$ cat src/rtl/ecg_gate_pkg.sv
// ecg_gate_pkg: shared types and helpers for the ECG gate scheduler.
// Holds the FSM state encoding, the default counter width and a
// saturating increment used by the R-R interval counter.
package ecg_gate_pkg;

    localparam int ECG_CNT_W_DEFAULT = 24;

    typedef enum logic [2:0] {
        ST_IDLE      = 3'd0,
        ST_WAIT_BEAT = 3'd1,
        ST_DELAY     = 3'd2,
        ST_GATE      = 3'd3,
        ST_REFRACT   = 3'd4
    } ecg_state_e;

    // Increment 'value' but clamp at the all-ones value of a 'width'-bit
    // counter (width up to 32).
    function automatic logic [31:0] sat_inc(input logic [31:0] value, input int unsigned width);
        logic [31:0] all_ones;
        if (width >= 32) begin
            all_ones = 32'hFFFF_FFFF;
        end else begin
            all_ones = (32'd1 << width) - 32'd1;
        end
        if (value >= all_ones) begin
            return all_ones;
        end else begin
            return value + 32'd1;
        end
    endfunction

endpackage

$ cat src/rtl/ecg_beat_event.sv
// ecg_beat_event: converts the edge detector's toggle into a one-cycle
// beat candidate, keeping only high-going (R-peak) edges. The previous
// toggle value is captured during reset so no spurious edge appears when
// reset releases. The candidate is registered so downstream logic only
// sees clean register outputs.
module ecg_beat_event
    import ecg_gate_pkg::*;
(
    input  logic i_clk,
    input  logic i_rst_n,
    input  logic i_toggle,
    input  logic i_level,
    output logic o_beat_cand
);

    logic r_tog_q;
    logic r_beat_cand;

    // Track the last toggle value and flag each rising-edge event for one cycle
    always_ff @(posedge i_clk) begin
        if (!i_rst_n) begin
            r_tog_q     <= i_toggle;
            r_beat_cand <= 1'b0;
        end else begin
            r_tog_q     <= i_toggle;
            r_beat_cand <= (r_tog_q != i_toggle) && i_level;
        end
    end

    assign o_beat_cand = r_beat_cand;

endmodule

$ cat src/rtl/ecg_gate_scheduler.sv
// ecg_gate_scheduler: qualifies R-peak beats, measures the R-R interval
// and sequences delay -> gate -> refractory windows for imaging triggers.
// Optional missed-beat timeout is built when ECG_GATE_TIMEOUT_EN is defined;
// without it missed_beat is tied low and timeout_cycles is ignored.
// Counter width CNT_W must be in the range 2..32.
module ecg_gate_scheduler
    import ecg_gate_pkg::*;
#(
    parameter int CNT_W         = ECG_CNT_W_DEFAULT,
    parameter bit RR_INIT_VALID = 1'b0
)(
    input  logic             clk,
    input  logic             rst_n,
    input  logic             enable,
    input  logic             edge_toggle_in,
    input  logic             edge_state_in,
    input  logic [CNT_W-1:0] delay_cycles,
    input  logic [CNT_W-1:0] gate_len,
    input  logic [CNT_W-1:0] refract_len,
    input  logic [CNT_W-1:0] timeout_cycles,
    output logic             gate,
    output logic             beat_pulse,
    output logic             beat_ignored,
    output logic [CNT_W-1:0] rr_interval,
    output logic             rr_valid,
    output logic             missed_beat,
    output logic [2:0]       state_o
);

    localparam logic [CNT_W-1:0] CNT_ZERO = {CNT_W{1'b0}};
    localparam logic [CNT_W-1:0] CNT_ONE  = {{(CNT_W-1){1'b0}}, 1'b1};

    ecg_state_e       r_state;
    ecg_state_e       w_next_state;
    logic [CNT_W-1:0] r_cnt;
    logic [CNT_W-1:0] w_cnt_next;
    logic [CNT_W-1:0] r_rr_cnt;
    logic [CNT_W-1:0] w_rr_cnt_next;
    logic [CNT_W-1:0] w_rr_inc;
    logic [31:0]      w_rr_inc32;
    logic [CNT_W-1:0] r_gate_len_q;
    logic [CNT_W-1:0] r_refract_q;
    logic [CNT_W-1:0] r_rr_interval;
    logic             r_first_seen;
    logic             w_first_seen_next;
    logic             r_rr_valid;
    logic             r_gate;
    logic             w_beat_cand;
    logic             w_accept;
    logic             w_ignored;
    logic             w_timeout;
    logic             w_unused;

    ecg_beat_event u_beat_event (
        .i_clk       (clk),
        .i_rst_n     (rst_n),
        .i_toggle    (edge_toggle_in),
        .i_level     (edge_state_in),
        .o_beat_cand (w_beat_cand)
    );

    // First non-empty phase of delay -> gate -> refractory; zero lengths are skipped.
    function automatic ecg_state_e phase_state(input logic [CNT_W-1:0] d,
                                               input logic [CNT_W-1:0] g,
                                               input logic [CNT_W-1:0] r);
        if (d != CNT_ZERO) begin
            return ST_DELAY;
        end else if (g != CNT_ZERO) begin
            return ST_GATE;
        end else if (r != CNT_ZERO) begin
            return ST_REFRACT;
        end else begin
            return ST_WAIT_BEAT;
        end
    endfunction

    // Phase counter preload: counts down to zero, so length L is loaded as L-1.
    function automatic logic [CNT_W-1:0] phase_count(input logic [CNT_W-1:0] d,
                                                     input logic [CNT_W-1:0] g,
                                                     input logic [CNT_W-1:0] r);
        if (d != CNT_ZERO) begin
            return d - CNT_ONE;
        end else if (g != CNT_ZERO) begin
            return g - CNT_ONE;
        end else if (r != CNT_ZERO) begin
            return r - CNT_ONE;
        end else begin
            return CNT_ZERO;
        end
    endfunction

    assign w_rr_inc32 = sat_inc(32'(r_rr_cnt), CNT_W);
    assign w_rr_inc   = w_rr_inc32[CNT_W-1:0];

    // A beat is accepted only while armed; anything arriving mid-window is reported and dropped.
    assign w_accept  = w_beat_cand && enable && (r_state == ST_WAIT_BEAT);
    assign w_ignored = w_beat_cand && ((r_state == ST_DELAY) || (r_state == ST_GATE) ||
                                       (r_state == ST_REFRACT));

`ifdef ECG_GATE_TIMEOUT_EN
    // Fires when the interval a beat would report this cycle reaches the limit.
    assign w_timeout = enable && (r_state == ST_WAIT_BEAT) && !w_beat_cand && r_first_seen &&
                       (timeout_cycles != CNT_ZERO) && (w_rr_inc == timeout_cycles);
    assign w_unused  = ^w_rr_inc32;
`else
    assign w_timeout = 1'b0;
    assign w_unused  = ^{w_rr_inc32, timeout_cycles};
`endif

    // Next-state and phase-counter decode; enable low overrides everything
    always_comb begin
        w_next_state = r_state;
        w_cnt_next   = r_cnt;
        if (!enable) begin
            w_next_state = ST_IDLE;
            w_cnt_next   = CNT_ZERO;
        end else begin
            case (r_state)
                ST_IDLE: begin
                    w_next_state = ST_WAIT_BEAT;
                    w_cnt_next   = CNT_ZERO;
                end
                ST_WAIT_BEAT: begin
                    if (w_accept) begin
                        w_next_state = phase_state(delay_cycles, gate_len, refract_len);
                        w_cnt_next   = phase_count(delay_cycles, gate_len, refract_len);
                    end else begin
                        w_next_state = ST_WAIT_BEAT;
                        w_cnt_next   = CNT_ZERO;
                    end
                end
                ST_DELAY: begin
                    if (r_cnt == CNT_ZERO) begin
                        w_next_state = phase_state(CNT_ZERO, r_gate_len_q, r_refract_q);
                        w_cnt_next   = phase_count(CNT_ZERO, r_gate_len_q, r_refract_q);
                    end else begin
                        w_cnt_next   = r_cnt - CNT_ONE;
                    end
                end
                ST_GATE: begin
                    if (r_cnt == CNT_ZERO) begin
                        w_next_state = phase_state(CNT_ZERO, CNT_ZERO, r_refract_q);
                        w_cnt_next   = phase_count(CNT_ZERO, CNT_ZERO, r_refract_q);
                    end else begin
                        w_cnt_next   = r_cnt - CNT_ONE;
                    end
                end
                ST_REFRACT: begin
                    if (r_cnt == CNT_ZERO) begin
                        w_next_state = ST_WAIT_BEAT;
                        w_cnt_next   = CNT_ZERO;
                    end else begin
                        w_cnt_next   = r_cnt - CNT_ONE;
                    end
                end
                default: begin
                    w_next_state = ST_IDLE;
                    w_cnt_next   = CNT_ZERO;
                end
            endcase
        end
    end

    // R-R counter runs through the whole beat; cleared on accept, timeout and in IDLE
    always_comb begin
        w_rr_cnt_next     = r_rr_cnt;
        w_first_seen_next = r_first_seen;
        if ((r_state == ST_IDLE) || (w_next_state == ST_IDLE)) begin
            w_rr_cnt_next     = CNT_ZERO;
            w_first_seen_next = 1'b0;
        end else if (w_accept) begin
            w_rr_cnt_next     = CNT_ZERO;
            w_first_seen_next = 1'b1;
        end else if (w_timeout) begin
            w_rr_cnt_next     = CNT_ZERO;
            w_first_seen_next = 1'b0;
        end else begin
            w_rr_cnt_next     = w_rr_inc;
        end
    end

    // State, counters, shadow config and registered outputs
    always_ff @(posedge clk) begin
        if (!rst_n) begin
            r_state       <= ST_IDLE;
            r_cnt         <= CNT_ZERO;
            r_rr_cnt      <= CNT_ZERO;
            r_first_seen  <= 1'b0;
            r_gate_len_q  <= CNT_ZERO;
            r_refract_q   <= CNT_ZERO;
            r_rr_interval <= CNT_ZERO;
            r_rr_valid    <= 1'b0;
            r_gate        <= 1'b0;
        end else begin
            r_state      <= w_next_state;
            r_cnt        <= w_cnt_next;
            r_rr_cnt     <= w_rr_cnt_next;
            r_first_seen <= w_first_seen_next;
            r_gate       <= (w_next_state == ST_GATE);
            r_rr_valid   <= w_accept && (r_first_seen || RR_INIT_VALID);
            if (w_accept) begin
                // Delay goes straight into the phase counter; gate and
                // refractory lengths are held for the later phases.
                r_gate_len_q  <= gate_len;
                r_refract_q   <= refract_len;
                r_rr_interval <= w_rr_inc;
            end
        end
    end

    assign gate         = r_gate;
    assign beat_pulse   = w_accept;
    assign beat_ignored = w_ignored;
    assign rr_interval  = r_rr_interval;
    assign rr_valid     = r_rr_valid;
    assign missed_beat  = w_timeout;
    assign state_o      = r_state;

endmodule

$ cat config.mk
export PLATFORM = sky130hd
export DESIGN_NAME = ecg_gate_scheduler
export DESIGN_NICKNAME = d
export VERILOG_FILES = /design/src/rtl/ecg_gate_pkg.sv /design/src/rtl/ecg_beat_event.sv /design/src/rtl/ecg_gate_scheduler.sv
export SDC_FILE = /design/constraint.sdc
export NUM_CORES = 1
export LEC_CHECK = 0
export ABC_CLOCK_PERIOD_IN_PS = 4800
export BUFFER_PORTS_ARGS = -buffer_cell sky130_fd_sc_hd__buf_2
export CAP_MARGIN = 10
export CORE_MARGIN = 4
export CORE_UTILIZATION = 45
export DETAILED_ROUTE_END_ITERATION = 16
export PLACE_DENSITY_LB_ADDON = 0.05
export SLEW_MARGIN = 15
export SYNTH_ARGS = -nofsm -noshare
export SYNTH_HDL_FRONTEND = slang
export SYNTH_SLANG_ARGS = --single-unit
$ cat constraint.sdc
create_clock -name clk -period 4.8 [get_ports clk]
set_input_delay 0.24 -clock clk [delete_from_list [all_inputs] [get_ports clk]]
set_output_delay 0.24 -clock clk [all_outputs]
set_load 0.01 [all_outputs]
# Word-level counts from Yosys, hierarchy flattened
# Cells that the tools add are included.
[totals]
elab_cells = 67
out_inout_bits = 32
reg_bits = 128
[op_classes]
addsub = 7
n_eq_ne = 6
n_reduce_logical = 19
magnitude_cmp = 1
bitwise_logic = 1
n_mux = 22
[op_table]
columns = ["op", "n"]
rows = [
  ["24-bit two-way mux", 10],
  ["24-bit by 1-bit subtractor with 24-bit output (second input constant)", 6],
  ["24-bit nonzero test", 5],
  ["24-bit one-hot mux with 4 select lines", 1],
  ["3-bit two-way mux", 10],
  ["24-bit by 1-bit adder with 24-bit output (second input constant)", 1],
  ["24-bit greater-or-equal comparator (second input constant)", 1],
  ["24-bit logical NOT", 1],
  ["3-bit one-hot mux with 5 select lines", 1],
  ["3-bit by 2-bit equality test with 1-bit output (second input constant)", 3],
  ["3-bit logical NOT", 2],
  ["1-bit logical AND", 5],
  ["3-bit by 1-bit equality test with 1-bit output (second input constant)", 1],
  ["3-bit equality test (second input constant)", 1],
  ["1-bit logical OR", 3],
  ["3-bit OR reduction", 1],
  ["2-bit AND reduction", 1],
  ["2-bit OR reduction", 1],
  ["1-bit != test", 1],
  ["1-bit inverter", 1],
]

# Longest topological paths before layout
# Gate-level depths: netlist of run 1.
[depth]
ltp_word = 10
mapped_depth = 12
ltp_nobuf = 9

# Hierarchy
# A second synthesis of run 1 with hierarchy kept.
[hier_totals]
cells_unflattened = 1099
area_unflattened_um2 = 8361.8
[modules_own_cells]
columns = ["mod", "n_inst", "seq_area_each_um2", "area_per_inst_um2", "cells_per_inst"]
rows = [
  ["ecg_gate_scheduler", 1, 2522.4, 8306.7, 1095],
  ["ecg_beat_event", 1, 40.0, 55.1, 4],
]

# Worst setup path before layout of run 1
# No wires, ideal clock.
[synth_timing]
path_type = "register -> register"
start = "register r_gate_len_q[5]"
end = "register r_cnt[19]"
path_stages_with_launch = 9
path_slack_ns = 2.206
required_ns = 4.673
arrival_ns = 2.467
path_buffers = 1
cell_sequence = "dfxtp_1 -> or4_1 -> buf_2 -> or4_4 -> or2_4 -> nor4_4 -> xnor2_1 -> o31ai_1 -> or3_1"
[synth_via]
elab_chain_cells = 4
elab_cells_between_ends = 5
cone_classes = "add/sub (1); mux (3); reduce/logical (1)"
[synth_rtl]
columns = ["element", "line", "text"]
rows = [
  ["from (decl)", "ecg_gate_scheduler.sv:41", "logic [CNT_W-1:0] r_gate_len_q;"],
  ["from (signal assigned)", "ecg_gate_scheduler.sv:204", "r_gate_len_q <= gate_len;"],
  ["24-bit by 1-bit subtractor with 24-bit output / 24-bit nonzero test (equally long branches)", "ecg_gate_scheduler.sv:84, ecg_gate_scheduler.sv:83", ""],
  ["24-bit two-way mux *", "ecg_gate_scheduler.sv:83", "end else if (g != CNT_ZERO) begin"],
  ["24-bit two-way mux *", "ecg_gate_scheduler.sv:133", "if (r_cnt == CNT_ZERO) begin"],
  ["24-bit one-hot mux with 4 select lines *", "ecg_gate_scheduler.sv:118", "case (r_state)"],
  ["to (signal assigned)", "ecg_gate_scheduler.sv:196", "r_cnt <= w_cnt_next;"],
  ["to (decl)", "ecg_gate_scheduler.sv:35", "logic [CNT_W-1:0] r_cnt;"],
]
# Mark *: on every way between the ends. The rest lies on a longest branch, timed or not.
# A chain may end at the register's enable or synchronous reset.

# Final worst setup path of run 1
[layout_timing]
start = "register r_state[0], in the netlist state_o[0]"
end = "output port beat_pulse"
[layout_via]
elab_chain_cells = 2
[layout_rtl]
columns = ["element", "line", "text"]
rows = [
  ["from (decl)", "ecg_gate_scheduler.sv:33", "ecg_state_e r_state;"],
  ["from (signal assigned)", "ecg_gate_scheduler.sv:195", "r_state <= w_next_state;"],
  ["3-bit by 1-bit equality test with 1-bit output", "ecg_gate_scheduler.sv:96", "assign w_accept = w_beat_cand && enable && (r_state == ST_WAIT_BEAT);"],
  ["1-bit logical AND", "ecg_gate_scheduler.sv:96", ""],
  ["to (decl)", "ecg_gate_scheduler.sv:22", "output logic beat_pulse,"],
]
# Every way passes these cells.

==> summary.md, run 1 <==
| Metric | Value |
|---|---|
| Unrepaired setup endpoints after global routing | `false` |
| Detailed Routing Iterations Pass 1 | `5` |
| FF+latch count, synth | `around 130` |
| Critical path type | `reg2out` |
| Syn_nets | `approximately 1,200` |
| Core area | `18,300 sq um` |
| Hold path depth | `2` |
| R2r startpoint | `r_gate_len_q[0]$_SDFFE_PN0N_` |
| Dpl ws | `about 1.5 ns` |
| CP max-delay cell | `buf_4` |
| Number of fill cells in the layout | `around 1,800` |
| Nature of the critical path startpoint | `flop` |
| Total gr overflow | `0` |
| Final core utilization | `0.532` |
| Post-Route Setup TNS | `0 ns` |
| Register clock-pin slew on the reported worst setup and hold paths | `0.06 ns` |
| Compound-Gate Fraction of Synth Area | `0.200` |
| Antenna cells | `0` |
| Post-synthesis area per instance | `about 7.7 sq um` |
| Worst Clk Skew | `0.0109 ns` |
| CP top delay family | `buffers and inverters` |
| Final setup violation count | `0` |
| H-tree levels | `4` |
| Placer congestion estimate | `between 0.9 and 1` |
| Sequential group share of total power | `0.403` |
| Clock Path Buffers | `2` |
| P per Cell Area | `roughly 280 nW/um^2` |
| Worst reg-to-reg path cell count | `9` |
| Synth async-reset ratio | `0` |
| Synth Flop Type | `dfxtp_1` |
| Largest stage delay on the critical path | `0.75 ns` |
| Switching power of the nets | `752 uW` |
| CTS tree | `built` |
| # IOs | `between 100 and 150` |
| Min-delay worst type | `in2reg` |
| Crit path from | `state_o[0]$_SDFF_PN0_` |
| Slew Limit Fails | `0` |
| Die area | `~21,000 sq um` |
| Clock latency at the later pin of the worst-skew pair | `~0.43 ns` |
| Post-DR vias/cell | `slightly below 6` |
| First-pass GRT wire length | `around 43,000 microns` |
| Initial core utilization | `0.464` |
| GR Layer Usage met2 | `0.368` |
| CTS Root Buffer Type | `clkbuf_16` |
| Cell depth of the worst setup path | `5` |
| Post-DP HPWL | `between 20,000 and 25,000 microns` |
| Crit-path cells | `nor3b_1 -> nand3_2 -> inv_2 -> buf_4 -> buf_2` |
| Leakage | `3.96 nW` |
| Die Ht | `~150 microns` |
| Post-synthesis cell type count | `70` |
| Status | `finished clean` |
| Initial antenna violation count | `0` |
| EDFF count, synth | `0` |
| ANT nets after route | `0` |
| CTS buffer count | `17` |
| Main combinational cell family by area after synthesis | `simple AND/OR/NAND/NOR gates` |
| Via Count | `about 8,500` |
| Cells after synthesis | `1,108` |
| Final net count | `approximately 1,300` |
| Total GRT Usage | `0.256` |
| Die Span X | `around 150 microns` |
| Final instance area | `roughly 9700 sq um` |
| Combinational Power Share | `0.118` |
| Post-synthesis mux area share | `0.0155` |
| Sw frac | `0.281` |
| Postcts setup bufs | `0` |
| Clock power share | `0.479` |
| # clock sinks | `around 130` |
| Busiest grt layer | `met1` |
| Simple-Gate Fraction of Synth Area | `0.317` |
| Crit path capture type | `output pin` |
| VDD IR max | `261 uV` |
| Number of global-route vias before repair | `just under 8,000` |
| Min-Delay Startpoint | `edge_state_in` |
| CP max FO | `97` |
| Worst EP required | `between 4 and 5 ns` |
| I/O Buffers | `107` |
| WHS | `between 0.05 and 0.06 ns` |
| Layout area overhead | `14.7%` |
| Initial detailed-routing violation count | `~890` |
| Slew HR | `0.121` |
| Layout cells sized above 1 | `0.142` |
| Adder-Cell Fraction of Synth Area | `0.0118` |
| Post-synthesis sequential area ratio | `0.302` |
| Met1 Use GR | `0.384` |
| Syn. warnings | `0` |
| Met3 Use GR | `0.0608` |
| Max_cap viols | `0` |
| Critical path buffer and inverter count | `3` |
| Final worst slack | `roughly 1.4 ns` |
| Mapped cell area | `between 8000 and 9000 sq um` |
| Fmax | `between 200 and 300 MHz` |
| CP Data Arrival Time | `between 3 and 4 ns` |
| Xor/xnor share of the synthesized area | `0.120` |
| Drc violations | `0` |
| Power Internal | `between 1.5 and 2 mW` |
| # rows | `49` |
| Min Tclk post-route | `about 3.4 ns` |
| CTS-repair resized insts | `0` |
| Fin. Hold Viols | `0` |
| Routed length per placed instance | `19.3 microns` |
| Routed wire length | `approximately 28,000 microns` |
| Slew @ Worst Pin | `around 1.3 ns` |
| Crit share post-route | `0.702` |
| Placed cell area | `~9100 sq um` |
| Largest net degree at the start of global routing | `98` |
==> cell type report <==
class,instances,area (sq um),area share
clock inverter,13,129,0.0133
timing repair buffer,115,598,0.0615
multi-input combinational,912,5650,0.581
clock buffer,19,443,0.0456
sequential,128,2560,0.264
tap,229,287,0.0295
inverter,15,56.3,0.00579
==> Yosys cell counts (all sizes together) (15+ instances only) <==
library cell | instances | share of area
nor2 | 108 | 0.049
buf | 16 | 0.010
inv | 15 | 0.0066
a21oi | 42 | 0.025
clkbuf | 37 | 0.016
nor4 | 38 | 0.037
nor3 | 39 | 0.024
or3 | 16 | 0.012
o21ai | 35 | 0.021
nand4 | 17 | 0.013
or4 | 20 | 0.019
nand2 | 187 | 0.083
dfxtp | 128 | 0.30
xnor2 | 66 | 0.068
a21boi | 50 | 0.044
o211a | 21 | 0.025
xor2 | 50 | 0.052
nand3 | 40 | 0.024
==> per-layer routing <==
metal / wire, microns / up-vias
met3: 2400 / 39
met5: 0 / -
met4: 449 / 0
li1: - / 4163
met1: 13400 / 3946
met2: 11300 / 325
==> cell families (layout without fill, tap and decap cells) <==
logic type | count (synthesis) | count (layout)
compound gates | 241 | 241
xor+xnor | 116 | 116
fa+ha+maj | 8 | 8
buf+inv | 68 | 162
flops | 128 | 128
mux | 13 | 13
other cells | 1 | 1
simple gates | 533 | 533
==> placed cells by master, fill, tap and decap left out, types with 14 or more instances in the layout <==
cell       instances
dfxtp_1          128
or4_1             18
o211a_1           21
buf_2            107
inv_1             14
a21oi_1           42
nand4_1           17
nor3_1            37
o21ai_0           35
a21boi_0          50
nor4_1            32
nor2_1           107
xor2_1            50
nand3_1           39
nand2_1          187
clkbuf_16         17
xnor2_1           66
or3_1             15
==> power groups by stage <==
stage	registers, mW	logic [mW]	clock network, mW
floorplan	1.10	0.192	0
global placement	1.10	0.309	0
detailed placement	1.10	0.309	0
CTS	1.08	0.311	1.31
global route	1.08	0.345	1.35
finish	1.08	0.318	1.28
==> stage by stage <==
stage          power, mW  cells
2_1_floorplan       1.29   1108
3_3_place_gp        1.41   1398
3_5_place_dp        1.41   1398
4_1_cts             2.70   1431
5_1_grt             2.77   1431
6_report            2.68   1431
==> state kept, by name, summed over array words and instances (netlist names) <==
register and cells:
r_cnt 24, u_beat_event.r_tog_q 1, u_beat_event.o_beat_cand 1, r_first_seen 1, rr_valid 1, r_refract_q 24
gate 1, r_gate_len_q 24, rr_interval 24, state_o 3, r_rr_cnt 24
==> worst register-to-register path, delay by kind of cell, from the launching register on <==
family	cells	cell delay, ns
adder cells (fa/ha/maj)	1	0.19
flip-flops	1	0.36
buffers and inverters	1	0.08
AND/OR/NAND/NOR	4	1.66
AO/OA/AOI/OAI	3	0.91
==> final timing paths <==
check	endpoint	slack (ns)
worst max register to register	gate$_SDFF_PN0_	1.48
worst min register to register	rr_interval[20]$_SDFFE_PN0N_	0.47
worst min-delay path	u_beat_event.o_beat_cand$_SDFF_PN0_	0.05
worst max-delay path	beat_pulse	1.43
==> repair_timing <==
action | CTS | global route
hold buffers | 1 | 0
endpoints found under the setup margin | 0 | 0
endpoints found under the hold margin | 1 | 0
Note: power is estimated with default switching activity, not from simulation.
==> inputs of run 2 (changes only) <==
ABC_CLOCK_PERIOD_IN_PS = 3100   (was 4800)
clock period = 3.1 ns   (was 4.8 ns; I/O delays follow)
==> summary.md, run 2 (same netlist as run 1, synthesis figures left out) <==
| Metric | Value |
|---|---|
| Die area | `21,100 sq um (unchanged)` |
| Placer congestion estimate | `0.958 (+2.0%)` |
| Sw frac | `0.301 (+0.0205)` |
| Total gr overflow | `0 (unchanged)` |
| Crit share post-route | `0.922` |
| Die Span X | `145 microns (unchanged)` |
| CTS tree | `built` |
| CTS buffer count | `17 (unchanged)` |
| CP max-delay cell | `or4_4` |
| Largest net degree at the start of global routing | `76 (-22%)` |
| First-pass GRT wire length | `44,800 microns (+3.4%)` |
| # clock sinks | `128 (unchanged)` |
| Clock Path Buffers | `2 (unchanged)` |
| Total GRT Usage | `0.264 (+0.00796)` |
| Sequential group share of total power | `0.391 (-0.012)` |
| Unrepaired setup endpoints after global routing | `false` |
| Post-DR vias/cell | `5.79 (-2.2%)` |
| Worst EP required | `3.40 ns (-1.16 ns)` |
| CTS-repair resized insts | `0 (unchanged)` |
| Clock latency at the later pin of the worst-skew pair | `0.43 ns (about the same)` |
| Die Ht | `145 microns (unchanged)` |
| Layout area overhead | `19.9%` |
| H-tree levels | `4 (unchanged)` |
| Slew Limit Fails | `0 (unchanged)` |
| Max_cap viols | `0 (unchanged)` |
| Via Count | `8,590 (+1.4%)` |
| Fmax | `between 300 and 400 MHz` |
| Drc violations | `0 (unchanged)` |
| Combinational Power Share | `0.126 (+0.008)` |
| Slew @ Worst Pin | `0.769 ns (-0.538 ns)` |
| Initial detailed-routing violation count | `832 (-6.0%)` |
| Layout cells sized above 1 | `0.175 (+0.0330)` |
| Nature of the critical path startpoint | `flop` |
| Slew HR | `0.488 (+0.367)` |
| Leakage | `4.25 nW (+7.2%)` |
| Largest stage delay on the critical path | `0.63 ns (-0.12 ns)` |
| Final worst slack | `0.241 ns (-1.19 ns)` |
| # rows | `49 (unchanged)` |
| CTS Root Buffer Type | `clkbuf_16` |
| Power Internal | `2.98 mW (+54%)` |
| Post-Route Setup TNS | `0 ns (unchanged)` |
| Antenna cells | `0 (unchanged)` |
| Worst Clk Skew | `0.00902 ns (-0.00184 ns)` |
| Switching power of the nets | `1.28 mW (+70%)` |
| Dpl ws | `0.275 ns (-1.23 ns)` |
| Final setup violation count | `0 (unchanged)` |
| Post-DP HPWL | `21,500 microns (+4.0%)` |
| Crit path capture type | `flop` |
| # IOs | `133 (unchanged)` |
| VDD IR max | `330 uV (+26%)` |
| Detailed Routing Iterations Pass 1 | `5 (unchanged)` |
| Initial core utilization | `0.464 (unchanged)` |
| Initial antenna violation count | `0 (unchanged)` |
| Number of global-route vias before repair | `7,942 (+2.6%)` |
| Postcts setup bufs | `0 (unchanged)` |
| Crit-path cells | `or4_1 -> or3_4 -> or4_4 -> and3_1 -> o21a_1 -> o211ai_1 -> o21ai_0` |
| Final net count | `1,351 (+4.1%)` |
| Fin. Hold Viols | `0 (unchanged)` |
| Register clock-pin slew on the reported worst setup and hold paths | `0.07 ns (about the same)` |
| Commonest non-fill, non-tap cell in the layout | `nand2_1` |
| P per Cell Area | `419 nW/um^2 (+52%)` |
| Critical path type | `reg2reg` |
| I/O Buffers | `107 (unchanged)` |
| Most frequent cells in the layout | `nand2_1 (187), dfxtp_1 (128), nor2_1 (107), buf_2 (107), xnor2_1 (66)` |
| Min Tclk post-route | `around 2.9 ns` |
| Core area | `18,300 sq um (unchanged)` |
| CP Data Arrival Time | `3.16 ns (+0.03 ns)` |
| Routed wire length | `28,100 microns (+2.2%)` |
| ANT nets after route | `0 (unchanged)` |
| Min-delay worst type | `in2reg` |
| Status | `finished clean` |
| Routed length per placed instance | `19.0 microns (-1.5%)` |
| CP max FO | `13 (-87%)` |
| Clock power share | `0.482 (+0.003)` |
==> run 2: cell count changes in the layout (fill, tap and decap cells not counted), moves of 4 or more <==
cell and change:
clkinv_8 +5, clkinvlp_4 -4, buf_4 +48, inv_8 +5, dlygate4sd3_1 +5
==> run 2: area by class of cell <==
class                   count  area, sq um
well taps                 229          287
flip-flops and latches    128         2560
inverters                  15         56.3
clock buffers              17          425
fillers                  1834         8100
repair buffers            168         1010
multi-input cells         912         5650
clock inverters            15          184
==> run 2: critical path: cells and delay by family (launching register included) <==
family / cells / cell delay [ns]
AOI/OAI and AO/OA: 3 / 0.53
DFF: 1 / 0.34
and+or+nand+nor: 4 / 1.85
==> run 2: worst paths after layout <==
check	start	to	slack [ns]	depth (start not counted)
max	r_cnt[14]$_SDFF_PN0_	r_cnt[13]$_SDFF_PN0_	0.24	7
min	refract_len[7]	r_refract_q[7]$_SDFFE_PN0N_	0.01	3
min reg2reg	r_first_seen$_SDFFE_PP0N_	r_first_seen$_SDFFE_PP0N_	0.47	2
max reg2reg	r_cnt[14]$_SDFF_PN0_	r_cnt[13]$_SDFF_PN0_	0.24	7
==> run 2: power groups by stage <==
stage               registers (mW)  clock network [mW]  logic [mW]
floorplan                     1.70                   0       0.298
global placement              1.70                   0       0.520
detailed placement            1.70                   0       0.521
CTS                           1.67                2.09       0.529
global route                  1.67                2.16       0.585
finish                        1.67                2.05       0.538
==> run 2: timing repair <==
| action | in CTS | in global routing |
|---|---|---|
| endpoints found under the hold margin | 6 | 0 |
| endpoints found under the setup margin | 0 | 0 |
| hold buffers | 6 | 0 |
==> run 2: per-layer routing <==
layer,GRT usage,vias up,wire [microns]
li1,-,4277,-
met1,0.408,4015,14200
met2,0.376,268,11700
met3,0.0533,30,1920
met4,0.0575,0,337
met5,0,-,0
==> run 2: per-stage QoR <==
stage | instances | hold slack, ns | utilization | power [mW] | cell area (sq um)
after floorplan | 1108 | 0.183 | - | 2.00 | 8480
after global placement | 1446 | 0.283 | 0.520 | 2.22 | 9500
after detailed placement | 1446 | 0.284 | 0.520 | 2.22 | 9500
after CTS | 1484 | 0.00147 | 0.557 | 4.29 | 10200
after global routing | 1484 | 0.0159 | 0.557 | 4.41 | 10200
final | 1484 | 0.00979 | 0.557 | 4.26 | 10200
==> inputs of run 3 (changes only) <==
SETUP_SLACK_MARGIN = 0.4   (was unset)
SLEW_MARGIN = unset   (was 15)
==> summary.md, run 3 (same netlist as run 1, synthesis figures left out) <==
| Metric | Value |
|---|---|
| Met3 Use GR | `0.0533 (unchanged)` |
| Routed wire length | `28,200 microns (+0.20%)` |
| Post-DP HPWL | `21,500 microns (unchanged)` |
| Most frequent cells in the layout | `nand2_1 (187), dfxtp_1 (127), nor2_1 (107), buf_2 (107), xnor2_1 (66)` |
| Cell Count, Final, Fillers Out | `1,488 (+0.27%)` |
| ANT nets after route | `0 (unchanged)` |
| Largest net degree at the start of global routing | `76 (unchanged)` |
| Antenna cells | `0 (unchanged)` |
| # rows | `49 (unchanged)` |
| Register clock-pin slew on the reported worst setup and hold paths | `0.07 ns (about the same)` |
| Final worst slack | `0.496 ns (+0.255 ns)` |
| Dpl ws | `0.275 ns (unchanged)` |
| Total gr overflow | `0 (unchanged)` |
| CTS buffer count | `17 (unchanged)` |
| Layout cells sized above 1 | `0.191 (+0.0161)` |
| Initial detailed-routing violation count | `753 (-9.5%)` |
| Detailed Routing Iterations Pass 1 | `5 (unchanged)` |
| # clock sinks | `128 (unchanged)` |
| Initial antenna violation count | `0 (unchanged)` |
| Number of fill cells in the layout | `1,818 (-0.87%)` |
| Min-delay worst type | `in2reg` |
| Post-DR vias/cell | `5.82 (+0.60%)` |
| Post-Route Setup TNS | `0 ns (unchanged)` |
| Nature of the critical path startpoint | `flop` |
| P per Cell Area | `414 nW/um^2 (-1.1%)` |
| CTS tree | `built` |
| Clock latency at the later pin of the worst-skew pair | `0.44 ns (about the same)` |
| Unrepaired setup endpoints after global routing | `true` |
| First-pass GRT wire length | `44,900 microns (about the same)` |
| Die Ht | `145 microns (unchanged)` |
| Final setup violation count | `0 (unchanged)` |
| Crit share post-route | `0.840 (-0.0822)` |
| WHS | `0.0108 ns (+0.000984 ns)` |
| Min Tclk post-route | `2.60 ns (-0.255 ns)` |
| Status | `finished clean` |
| Total GRT Usage | `0.264 (about the same)` |
| I/O Buffers | `107 (unchanged)` |
| Via Count | `8,665 (+0.87%)` |
| Layout area overhead | `21.5%` |
| Number of global-route vias before repair | `7,957 (+0.19%)` |
| Final core utilization | `0.564 (+0.00719)` |
| Initial core utilization | `0.464 (unchanged)` |
| CTS Root Buffer Type | `clkbuf_16` |
| Worst Clk Skew | `0.00893 ns (-0.0000865 ns)` |
| Core area | `18,300 sq um (unchanged)` |
| Die area | `21,100 sq um (unchanged)` |
| Leakage | `4.28 nW (+0.82%)` |
| Area taken by multi-input logic gates | `5740 sq um (+1.7%)` |
| Clock Path Buffers | `2 (unchanged)` |
| Crit path capture type | `flop` |
| Area occupied by registers | `2560 sq um (about the same)` |
| GR Layer Usage met2 | `0.377 (+0.000467)` |
| VDD IR max | `332 uV (+0.86%)` |
| Busiest grt layer | `met1` |
| Largest stage delay on the critical path | `0.57 ns (-0.06 ns)` |
| Placed cells | `1,446 (unchanged)` |
| Critical path type | `reg2reg` |
| Fmax | `384 MHz (+9.8%)` |
| Crit-path cells | `or4_4 -> or4_4 -> or2_4 -> nor4_4 -> xnor2_1 -> o31ai_1 -> or3_1` |
| Worst EP required | `3.41 ns (about the same)` |
| Routed length per placed instance | `19.0 microns (about the same)` |
| Die Span X | `145 microns (unchanged)` |
| Placer congestion estimate | `0.958 (unchanged)` |
| Crit path top cell by count | `or4_4` |
| Slew HR | `0.493 (+0.00516)` |
| # IOs | `133 (unchanged)` |
| CP max FO | `5 (-8)` |
| Drc violations | `0 (unchanged)` |
| Final net count | `1,355 (+0.30%)` |
| Slew Limit Fails | `0 (unchanged)` |
| CP Data Arrival Time | `2.92 ns (-0.24 ns)` |
| CP max-delay cell | `or4_4` |
| H-tree levels | `4 (unchanged)` |
| Max_cap viols | `0 (unchanged)` |
| Commonest non-fill, non-tap cell in the layout | `nand2_1` |
| Met1 Use GR | `0.408 (about the same)` |
| Fin. Hold Viols | `0 (unchanged)` |
| Slew @ Worst Pin | `0.761 ns (-0.00774 ns)` |
## run 3: timing repair
item / CTS / global route
setup endpoints to repair: 15 / 53
resized for setup: 2 / 19
hold endpoints to repair: 6 / 0
setup buffers: 3 / 1
pin swaps: 4 / 6
hold buffers: 6 / 0
## run 3: final cells by class
type	count	area share
Tap cell	229	0.0278
Multi-Input combinational cell	912	0.558
Inverter	15	0.00547
Timing Repair Buffer	172	0.101
Sequential cell	128	0.249
Clock inverter	15	0.0179
Clock buffer	17	0.0413
## run 3: path summary, 6_finish.rpt
check | endpoint | from | slack [ns] | depth (start not counted)
hold reg to reg | r_first_seen$_SDFFE_PP0N_ | r_first_seen$_SDFFE_PP0N_ | 0.47 | 2
hold / removal | r_refract_q[7]$_SDFFE_PN0N_ | refract_len[7] | 0.01 | 3
setup reg to reg | r_cnt[19]$_SDFF_PN0_ | r_gate_len_q[5]$_SDFFE_PN0N_ | 0.50 | 7
setup / recovery | r_cnt[19]$_SDFF_PN0_ | r_gate_len_q[5]$_SDFFE_PN0N_ | 0.50 | 7
## run 3: layer usage
metal | up-vias | routed length (microns)
li1 | 4285 | -
met1 | 4021 | 13900
met2 | 323 | 11700
met3 | 36 | 2300
met4 | 0 | 348
met5 | - | 0
## run 3: worst max-delay path: cells and delay by family, from the launching register on
kind	cells	cell delay [ns]
and+or+nand+nor	5	1.91
DFF	1	0.32
AOI/OAI and AO/OA	1	0.08
xor gates and xnor gates	1	0.17
## run 3: report_power, final
| part | switching [mW] | total [mW] | internal [mW] |
|---|---|---|---|
| Combinational | 0.317 | 0.545 | 0.228 |
| Clock | 0.960 | 2.06 | 1.10 |
| Sequential | 0.0118 | 1.67 | 1.66 |
| Total | 1.29 | 4.27 | 2.98 |
## run 3: through the flow
stage | area (sq um) | power, mW
after floorplan | 8480 | 2.00
after global placement | 9500 | 2.22
after detailed placement | 9500 | 2.22
after CTS | 10200 | 4.29
after global routing | 10300 | 4.42
final | 10300 | 4.27
